`src/rtl/package_settings_v2.sv`:
```
// Shared settings for the trapezoidal filter chain: ADC sample width,
// controller state encoding and default sequencing constants.
package package_settings_v2;

  localparam int SIZE_ADC_DATA = 16;

  localparam int DEF_SETTLE_CYCLES  = 32;
  localparam int DEF_PEAK_WINDOW    = 16;
  localparam int DEF_HOLDOFF_CYCLES = 8;

  typedef enum logic [2:0] {
    IDLE,
    SETTLE,
    ARMED,
    PEAK,
    REPORT,
    HOLDOFF
  } ctrl_state_t;

  function automatic int max3(input int a, input int b, input int c);
    int m;
    m = (a > b) ? a : b;
    return (m > c) ? m : c;
  endfunction

endpackage

```
`src/rtl/timestamp_cnt.sv`:
```
// Free-running timestamp, +1 per clk, wraps modulo 2^TS_WIDTH.
// Registered output, 0 after reset; no backpressure.
module timestamp_cnt #(
  parameter int TS_WIDTH = 32
) (
  input  logic                clk,
  input  logic                reset,
  output logic [TS_WIDTH-1:0] ts
);

  logic [TS_WIDTH-1:0] ts_q;
  logic [TS_WIDTH-1:0] ts_d;

  always_comb ts_d = ts_q + TS_WIDTH'(1);

  always_ff @(posedge clk or negedge reset) begin
    if (!reset) ts_q <= '0;
    else        ts_q <= ts_d;
  end

  assign ts = ts_q;

endmodule

```
`src/rtl/trap_event_ctrl.sv`:
```
// Filter reset sequencing, threshold trigger, windowed peak search and event hand-off.
// Event registered on the last window sample; held until ev_ready, then dead-time holdoff.
module trap_event_ctrl
  import package_settings_v2::*;
#(
  parameter int SETTLE_CYCLES  = DEF_SETTLE_CYCLES,
  parameter int PEAK_WINDOW    = DEF_PEAK_WINDOW,
  parameter int HOLDOFF_CYCLES = DEF_HOLDOFF_CYCLES,
  parameter int TS_WIDTH       = 32
) (
  input  logic                            clk,
  input  logic                            reset,
  input  logic                            enable,
  input  logic signed [SIZE_ADC_DATA-1:0] threshold,
  input  logic signed [SIZE_ADC_DATA-1:0] filt_data,
  output logic                            filt_rst_n,
  output logic                            ev_valid,
  input  logic                            ev_ready,
  output logic signed [SIZE_ADC_DATA-1:0] ev_amp,
  output logic [TS_WIDTH-1:0]             ev_time,
  output logic                            ev_pileup,
  output logic [7:0]                      drop_cnt,
  output logic                            busy
);

  localparam int CNT_W = $clog2(max3(SETTLE_CYCLES, PEAK_WINDOW, HOLDOFF_CYCLES) + 1);

  logic [TS_WIDTH-1:0] ts;

  timestamp_cnt #(.TS_WIDTH(TS_WIDTH)) u_ts (
    .clk   (clk),
    .reset (reset),
    .ts    (ts)
  );

  ctrl_state_t                     state_q, state_d;
  logic [CNT_W-1:0]                cnt_q, cnt_d;
  logic signed [SIZE_ADC_DATA-1:0] peak_q, peak_d;
  logic [TS_WIDTH-1:0]             peak_time_q, peak_time_d;
  logic                            below_q, below_d;
  logic                            pileup_q, pileup_d;
  logic                            prev_above_q, prev_above_d;
  logic [7:0]                      drop_cnt_q, drop_cnt_d;
  logic                            ev_valid_q, ev_valid_d;
  logic signed [SIZE_ADC_DATA-1:0] ev_amp_q, ev_amp_d;
  logic [TS_WIDTH-1:0]             ev_time_q, ev_time_d;
  logic                            ev_pileup_q, ev_pileup_d;
  logic                            filt_rst_n_q, filt_rst_n_d;
  logic                            busy_q, busy_d;

  logic                            above;
  logic                            rising;
  logic                            upd;
  logic signed [SIZE_ADC_DATA-1:0] pk_nxt;
  logic [TS_WIDTH-1:0]             pkt_nxt;
  logic                            below_nxt;
  logic                            pile_nxt;

  always_comb begin
    above  = filt_data > threshold;
    rising = above && !prev_above_q;

    // Strict compare keeps the earliest sample of a plateau.
    upd       = filt_data > peak_q;
    pk_nxt    = upd ? filt_data : peak_q;
    pkt_nxt   = upd ? ts : peak_time_q;
    below_nxt = below_q || !above;
    pile_nxt  = pileup_q || (above && below_q);

    state_d      = state_q;
    cnt_d        = cnt_q;
    peak_d       = peak_q;
    peak_time_d  = peak_time_q;
    below_d      = below_q;
    pileup_d     = pileup_q;
    prev_above_d = above;
    drop_cnt_d   = drop_cnt_q;
    ev_valid_d   = ev_valid_q;
    ev_amp_d     = ev_amp_q;
    ev_time_d    = ev_time_q;
    ev_pileup_d  = ev_pileup_q;

    unique case (state_q)
      IDLE: begin
        if (enable) begin
          state_d = SETTLE;
          cnt_d   = CNT_W'(SETTLE_CYCLES - 1);
        end
      end
      SETTLE: begin
        if (!enable)          state_d = IDLE;
        else if (cnt_q == '0) state_d = ARMED;
        else                  cnt_d   = cnt_q - CNT_W'(1);
      end
      ARMED: begin
        if (!enable) begin
          state_d = IDLE;
        end else if (above) begin
          state_d     = PEAK;
          peak_d      = filt_data;
          peak_time_d = ts;
          cnt_d       = CNT_W'(PEAK_WINDOW - 2);
          below_d     = 1'b0;
          pileup_d    = 1'b0;
        end
      end
      PEAK: begin
        if (!enable) begin
          state_d = IDLE;
        end else begin
          peak_d      = pk_nxt;
          peak_time_d = pkt_nxt;
          below_d     = below_nxt;
          pileup_d    = pile_nxt;
          if (cnt_q == '0) begin
            state_d     = REPORT;
            ev_valid_d  = 1'b1;
            ev_amp_d    = pk_nxt;
            ev_time_d   = pkt_nxt;
            ev_pileup_d = pile_nxt;
          end else begin
            cnt_d = cnt_q - CNT_W'(1);
          end
        end
      end
      REPORT: begin
        if (ev_ready) begin
          state_d    = HOLDOFF;
          ev_valid_d = 1'b0;
          cnt_d      = CNT_W'(HOLDOFF_CYCLES - 1);
        end
      end
      HOLDOFF: begin
        if (cnt_q == '0) state_d = enable ? ARMED : IDLE;
        else             cnt_d   = cnt_q - CNT_W'(1);
      end
      default: state_d = IDLE;
    endcase

    if ((state_q == REPORT || state_q == HOLDOFF) && rising && drop_cnt_q != 8'hFF)
      drop_cnt_d = drop_cnt_q + 8'd1;

    filt_rst_n_d = (state_d != IDLE);
    busy_d       = (state_d != IDLE);
  end

  always_ff @(posedge clk or negedge reset) begin
    if (!reset) begin
      state_q      <= IDLE;
      cnt_q        <= '0;
      peak_q       <= '0;
      peak_time_q  <= '0;
      below_q      <= 1'b0;
      pileup_q     <= 1'b0;
      prev_above_q <= 1'b0;
      drop_cnt_q   <= '0;
      ev_valid_q   <= 1'b0;
      ev_amp_q     <= '0;
      ev_time_q    <= '0;
      ev_pileup_q  <= 1'b0;
      filt_rst_n_q <= 1'b0;
      busy_q       <= 1'b0;
    end else begin
      state_q      <= state_d;
      cnt_q        <= cnt_d;
      peak_q       <= peak_d;
      peak_time_q  <= peak_time_d;
      below_q      <= below_d;
      pileup_q     <= pileup_d;
      prev_above_q <= prev_above_d;
      drop_cnt_q   <= drop_cnt_d;
      ev_valid_q   <= ev_valid_d;
      ev_amp_q     <= ev_amp_d;
      ev_time_q    <= ev_time_d;
      ev_pileup_q  <= ev_pileup_d;
      filt_rst_n_q <= filt_rst_n_d;
      busy_q       <= busy_d;
    end
  end

  assign filt_rst_n = filt_rst_n_q;
  assign ev_valid   = ev_valid_q;
  assign ev_amp     = ev_amp_q;
  assign ev_time    = ev_time_q;
  assign ev_pileup  = ev_pileup_q;
  assign drop_cnt   = drop_cnt_q;
  assign busy       = busy_q;

endmodule

```
`config.mk`:
```
export PLATFORM = sky130hd
export DESIGN_NAME = trap_event_ctrl
export DESIGN_NICKNAME = d
export VERILOG_FILES = /design/src/rtl/package_settings_v2.sv /design/src/rtl/timestamp_cnt.sv /design/src/rtl/trap_event_ctrl.sv
export SDC_FILE = /design/constraint.sdc
export NUM_CORES = 1
export LEC_CHECK = 0
export CAP_MARGIN = 20
export CORE_ASPECT_RATIO = 0.5
export CORE_UTILIZATION = 60
export CTS_CLUSTER_SIZE = 8
export DETAILED_ROUTE_END_ITERATION = 7
export MAX_ROUTING_LAYER = met4
export PLACE_DENSITY = 0.86
export SLEW_MARGIN = 15
export SYNTH_ARGS = -nofsm -noshare
export SYNTH_HDL_FRONTEND = slang
export SYNTH_SLANG_ARGS = --single-unit
```
`constraint.sdc`:
```
create_clock -name clk -period 6.9 [get_ports clk]
set_input_delay 1.38 -clock clk [delete_from_list [all_inputs] [get_ports clk]]
set_output_delay 1.38 -clock clk [all_outputs]
set_load 0.05 [all_outputs]
```
# Word level (Yosys, flattened, before mapping)
# Cells that the tools add are included.
# totals
ff_bits,151
input_bits,36
# classes
addsub,3
n_lt_le_gt_ge,2
n_eq_ne,13
mux,38
n_reduce_logical,20
# op_table
op,count
two-way mux 32 bit,4
two-way mux 16 bit,4
one-hot mux 32 bit (2 select lines),1
two-way mux 6 bit,6
"adder 32 x 1 -> 32 bit, second input constant",1
greater-than comparator 16 bit,2
one-hot mux 16 bit (2 select lines),1
one-hot mux 6 bit (5 select lines),1
two-way mux 3 bit,9
one-hot mux 3 bit (6 select lines),1
"!= test 2 bit, second input constant",6
"adder 8 x 1 -> 8 bit, second input constant",1
"!= test 8 bit, second input constant",1
AND reduction 4 bit,2
two-way mux 1 bit,7
"equality test 3 x 2 -> 1 bit, second input constant",2
"equality test 3 bit, second input constant",2
zero test 6 bit,1
one-hot mux 1 bit (2 select lines),3
AND reduction 6 bit,1
"subtractor 6 x 1 -> 6 bit, second input constant",1
nonzero test 5 bit,1
logical AND 1 bit,4
nonzero test 2 bit,2
9 further kinds,12

# Depth between registers and ports, before layout
# depth
ltp_word,5
mapped_depth,11
ltp_nobuf,9

# Hierarchy
# A second synthesis with hierarchy kept.
# unflattened
hier_cells,678
area_unflattened_um2,7646.1
# by_module_without_submodules
mod,instances,cells_each,area_each_um2,seq_area_each_um2
trap_event_ctrl,1,551,6167.2,2977.9
timestamp_cnt,1,127,1478.9,800.8

# Least setup slack after synthesis
# No wires, ideal clock.
# synth_timing
path_kind,input-to-reg
startpoint,input port threshold[9]
endpoint,register peak_q[0]
t_arrival_ns,3.603
setup_slack_ns,3.170
stages,11
path_buffers,2
cell_sequence,inv_1 ha_1 a21o_1 nand3_1 a21oi_1 a2111oi_1 mux2i_2 a22oi_2 buf_6 buf_8 mux2_1
# synth_via
elab_chain_len,3
# synth_lines
element,line_no,text
"start, declared",trap_event_ctrl.sv:14,"input logic signed [SIZE_ADC_DATA-1:0] threshold,"
greater-than comparator 16 bit,trap_event_ctrl.sv:60,above = filt_data > threshold;
!= test 2 bit (no source line),-,
AND reduction 4 bit (no source line),-,
"end signal, assigned",trap_event_ctrl.sv:166,peak_q <= peak_d;
"end, declared",trap_event_ctrl.sv:38,"logic signed [SIZE_ADC_DATA-1:0] peak_q, peak_d;"
# No other way between the ends.
# A chain may end at the register's enable or synchronous reset.

# Final worst setup path
# layout_timing
startpoint,input port filt_data[7]
endpoint,register peak_time_q[26]
# layout_via
elab_chain_len,4
# layout_lines
element,line_no,text
"start, declared",trap_event_ctrl.sv:15,"input logic signed [SIZE_ADC_DATA-1:0] filt_data,"
greater-than comparator 16 bit,trap_event_ctrl.sv:64,upd = filt_data > peak_q;
two-way mux 32 bit,trap_event_ctrl.sv:66,pkt_nxt = upd ? ts : peak_time_q;
two-way mux 32 bit,trap_event_ctrl.sv:108,if (!enable) begin
one-hot mux 32 bit (2 select lines),trap_event_ctrl.sv:83,unique case (state_q)
"end signal, assigned",trap_event_ctrl.sv:167,peak_time_q <= peak_time_d;
"end, declared",trap_event_ctrl.sv:39,"logic [TS_WIDTH-1:0] peak_time_q, peak_time_d;"
# Parallel ways exist; a longest one is shown, timed or not. The select of a mux whose other input is x is not followed.

==> results_dict.tcl <==
set metrics [dict create \
    overflow 0 \
    pwr-share-comb_pct 8.0 \
    wl_um 15300 \
    switching_share_pct 23.9 \
    min_path_type "flop to flop" \
    critical_path.max_stage_delay_ns 0.78 \
    ant_nets 0 \
    routabilityCongestion 0.820 \
    post_cts_buffers 0 \
    setup-violations-final 0 \
    syn_inst 654 \
    grt_usage_pct 26.9 \
    reg2reg_depth 10 \
    grt_pass1_vias 5179 \
    post-place-cells 891 \
    path_max_fanout 40 \
    first_iter_violations 310 \
    clockBufferDepth 2 \
    cts_hold_buf 0 \
    core_area_um2 11800 \
    yosys.area.top_type "dfrtp_1" \
    first_pass_iters 4 \
    die_w_um 158 \
    regArea_um2 3780 \
    fin_crit_ns 4.79 \
    cts_htree_levels 4 \
    met3_length_um 527 \
    wl_met2_um 7620 \
    synthFlopType "dfrtp_1" \
    start_util_pct 61.6 \
    timing.critical_path.to "peak_time_q[26]$_DFFE_PN0P_" \
    slew_viol_final 0 \
    die_area_um2 12600 \
    fillers 755 \
    critPathRequiredTime_ns 7.21 \
    clock_sinks 151 \
    worst_setup_path_start_kind "input port" \
    timing.final.crit_share_pct 69.5 \
    num_vias 5236 \
    finalClockSkew_ns 0.00985 \
    max-cap-violations 0 \
    drive_gt1_share_pct 9.51 \
    wl_per_cell_um 16.6 \
    status "finished clean" \
    antennaDiodeCount 0 \
    nets 817 \
    hold_violations 0 \
    clk_pin_slew_ns 0.06 \
    synth.area.top_cells "dfrtp_1 52%, mux2i_1 6.7%, ha_1 6.0%" \
    multi_input_area_um2 3230 \
    grt_pass1_wl_um 25100 \
    synth_cell_types 51 \
    yosys_warnings 0 \
    die_h_um 79.9 \
    io_pins 96 \
    synth_edf_count 0 \
    wl_met1_um 6960 \
    cts_root_buf "clkbuf_16" \
    crit_path_end_kind "flop" \
    hpwl_um 9900 \
    internal_power_mw 1.51 \
    power_mw 1.99 \
    leakage_nw 4.40 \
    rows 28 \
    numCtsBuffers 17 \
    p_clk_share_pct 45.8 \
    grt_max_degree 79 \
    rr_startpoint "peak_q[13]$_DFFE_PN0P_" \
    ys_ff_latch 151 \
    r2r-end "peak_time_q[17]$_DFFE_PN0P_" \
    critPathSlowestCell "mux2i_2" \
    tns_ns 0 \
    synth_top_area_share_pct 51.8 \
    relSlewSlack_pct 40.3 \
    worst_pin_slew_ns 0.895 \
    rsz0062_at_grt "false" \
    critical_path_class "input port to flop" \
    synthToLayoutAreaGrowth_pct 22.5 \
    vias_per_cell 5.68 \
    crit_path_cell_trace "clkdlybuf4s50_1 -> ha_1 -> a21oi_1 -> o21ai_0 -> a2111oi_1 -> mux2i_2 -> a22oi_2 -> buf_4 -> mux2_1" \
    cts_tree "done" \
    async_flop_share_pct 100 \
    power_switching_uw 476 \
    syn_area_um2 7290 \
    synthesis.nets 725 \
    drcViolationCount 0 \
    final_util_pct 75.4 \
    synth-seq-area-share_pct 51.8 \
    syn_area_per_cell_um2 11.1 \
    fmax_ghz 0.209 \
    stdcell_count 922 \
    power.density_nw_per_um2 222 \
    insertion_delay_ns 0.43 \
    vdd_drop_max_mv 0.145 \
    p_seq_share_pct 46.2 \
    reg2reg_slack_ns 3.60 \
    antenna_found_initial 0 \
    cts-resized-gates 0 \
    top_layer_used "met4" \
    io_buffers 95 \
    crit_start "filt_data[7]" \
    critPathArrivalTime_ns 5.10 \
]
==> final cells by class <==
| cell class | count | area share [%] |
|---|---|---|
| well taps | 165 | 2.31 |
| clock inverters | 11 | 1.41 |
| clock buffers | 19 | 4.96 |
| inverters | 39 | 1.64 |
| multi-input cells | 437 | 36.2 |
| flip-flops and latches | 151 | 42.3 |
| repair buffers | 100 | 11.2 |
==> metal layers <==
metal / global-route usage [%] / vias up
met5: - / -
met4: 9.32 / 0
met3: 5.05 / 30
met2: 44.1 / 116
met1: 33.8 / 2613
li1: - / 2477
==> power by group through the flow <==
stage / clock (mW) / sequential [mW] / combinational, mW
CTS: 0.916 / 0.918 / 0.161
floorplan: 0 / 0.932 / 0.0936
global route: 0.962 / 0.920 / 0.178
global placement: 0 / 0.932 / 0.153
finish: 0.909 / 0.918 / 0.159
detailed placement: 0 / 0.934 / 0.158
==> through the flow <==
step	worst slack, ns	area (um^2)	hold slack, ns
floorplan	3.17	7290	0.459
global placement	1.77	8340	0.473
detailed placement	1.70	8340	0.483
CTS	2.13	8910	0.498
global route	1.87	8930	0.509
finish	2.11	8930	0.490
==> cell usage in the layout, fill, tap and decap left out, drive strengths merged, types with 2 or more instances in the layout <==
master / instances
nand2: 29
xor2: 8
nand2b: 2
a21oi: 66
a21o: 5
mux2: 51
buf: 6
clkdlybuf4s50: 94
nor3: 3
and4: 4
o21ai: 5
mux2i: 50
clkinv: 7
bufinv: 2
xnor2: 29
or4: 2
inv: 41
o211ai: 2
nand4: 19
a2111oi: 2
a21boi: 2
dfrtp: 151
nor2b: 5
clkbuf: 19
nand3: 20
a221oi: 2
ha: 35
and2: 4
nor2: 65
and3: 11
==> worst max-delay path: cells and delay by family <==
kind                     cells  cell delay (ns)
adder cells (fa/ha/maj)      1             0.29
multiplexers                 2             1.17
AO/OA/AOI/OAI                4             1.25
buffers and inverters        2             0.99
==> flip-flops by register name, indices dropped and copies added, names as in the netlist, 3 cells and up <==
register	cells
u_ts.ts	32
state_q	3
ev_amp	16
peak_time_q	32
ev_time	32
cnt_q	6
drop_cnt	8
peak_q	16
==> cell usage after synthesis (3+ instances only) <==
library cell / number
xor2_1: 8
clkbuf_1: 14
and3_1: 11
ha_1: 35
nand2_1: 29
nor2b_1: 5
nor3_1: 3
a21oi_1: 66
and4_1: 4
dfrtp_1: 151
buf_4: 5
nand3_1: 20
nor2_1: 65
xnor2_1: 29
and2_1: 4
mux2i_1: 49
a21o_1: 5
mux2_2: 31
buf_2: 4
inv_1: 39
o21ai_0: 5
nand4_1: 19
mux2_1: 20
==> how the worst min path moves through the flow <==
stage,startpoint,endpoint,slack [ns],cells past startpoint
3_3_place_gp,peak_time_q[30]$_DFFE_PN0P_,peak_time_q[30]$_DFFE_PN0P_,0.47,1
4_1_cts,peak_time_q[28]$_DFFE_PN0P_,peak_time_q[28]$_DFFE_PN0P_,0.50,1
3_5_place_dp,ev_valid$_DFFE_PN0P_,ev_valid$_DFFE_PN0P_,0.48,1
2_1_floorplan,u_ts.ts[31]$_DFF_PN0_,u_ts.ts[31]$_DFF_PN0_,0.46,1
5_1_grt,peak_time_q[28]$_DFFE_PN0P_,peak_time_q[28]$_DFFE_PN0P_,0.51,1
6_report,ev_valid$_DFFE_PN0P_,ev_valid$_DFFE_PN0P_,0.49,1
==> kinds of logic after synthesis <==
| family | synth area share (%) |
|---|---|
| mux | 14.8 |
| simple gates | 11.2 |
| buf+inv | 4.14 |
| fa+ha+maj | 6.01 |
| xor+xnor | 4.44 |
| flops | 51.8 |
| compound gates | 7.62 |
No activity file was read; power rests on OpenSTA's default activity.
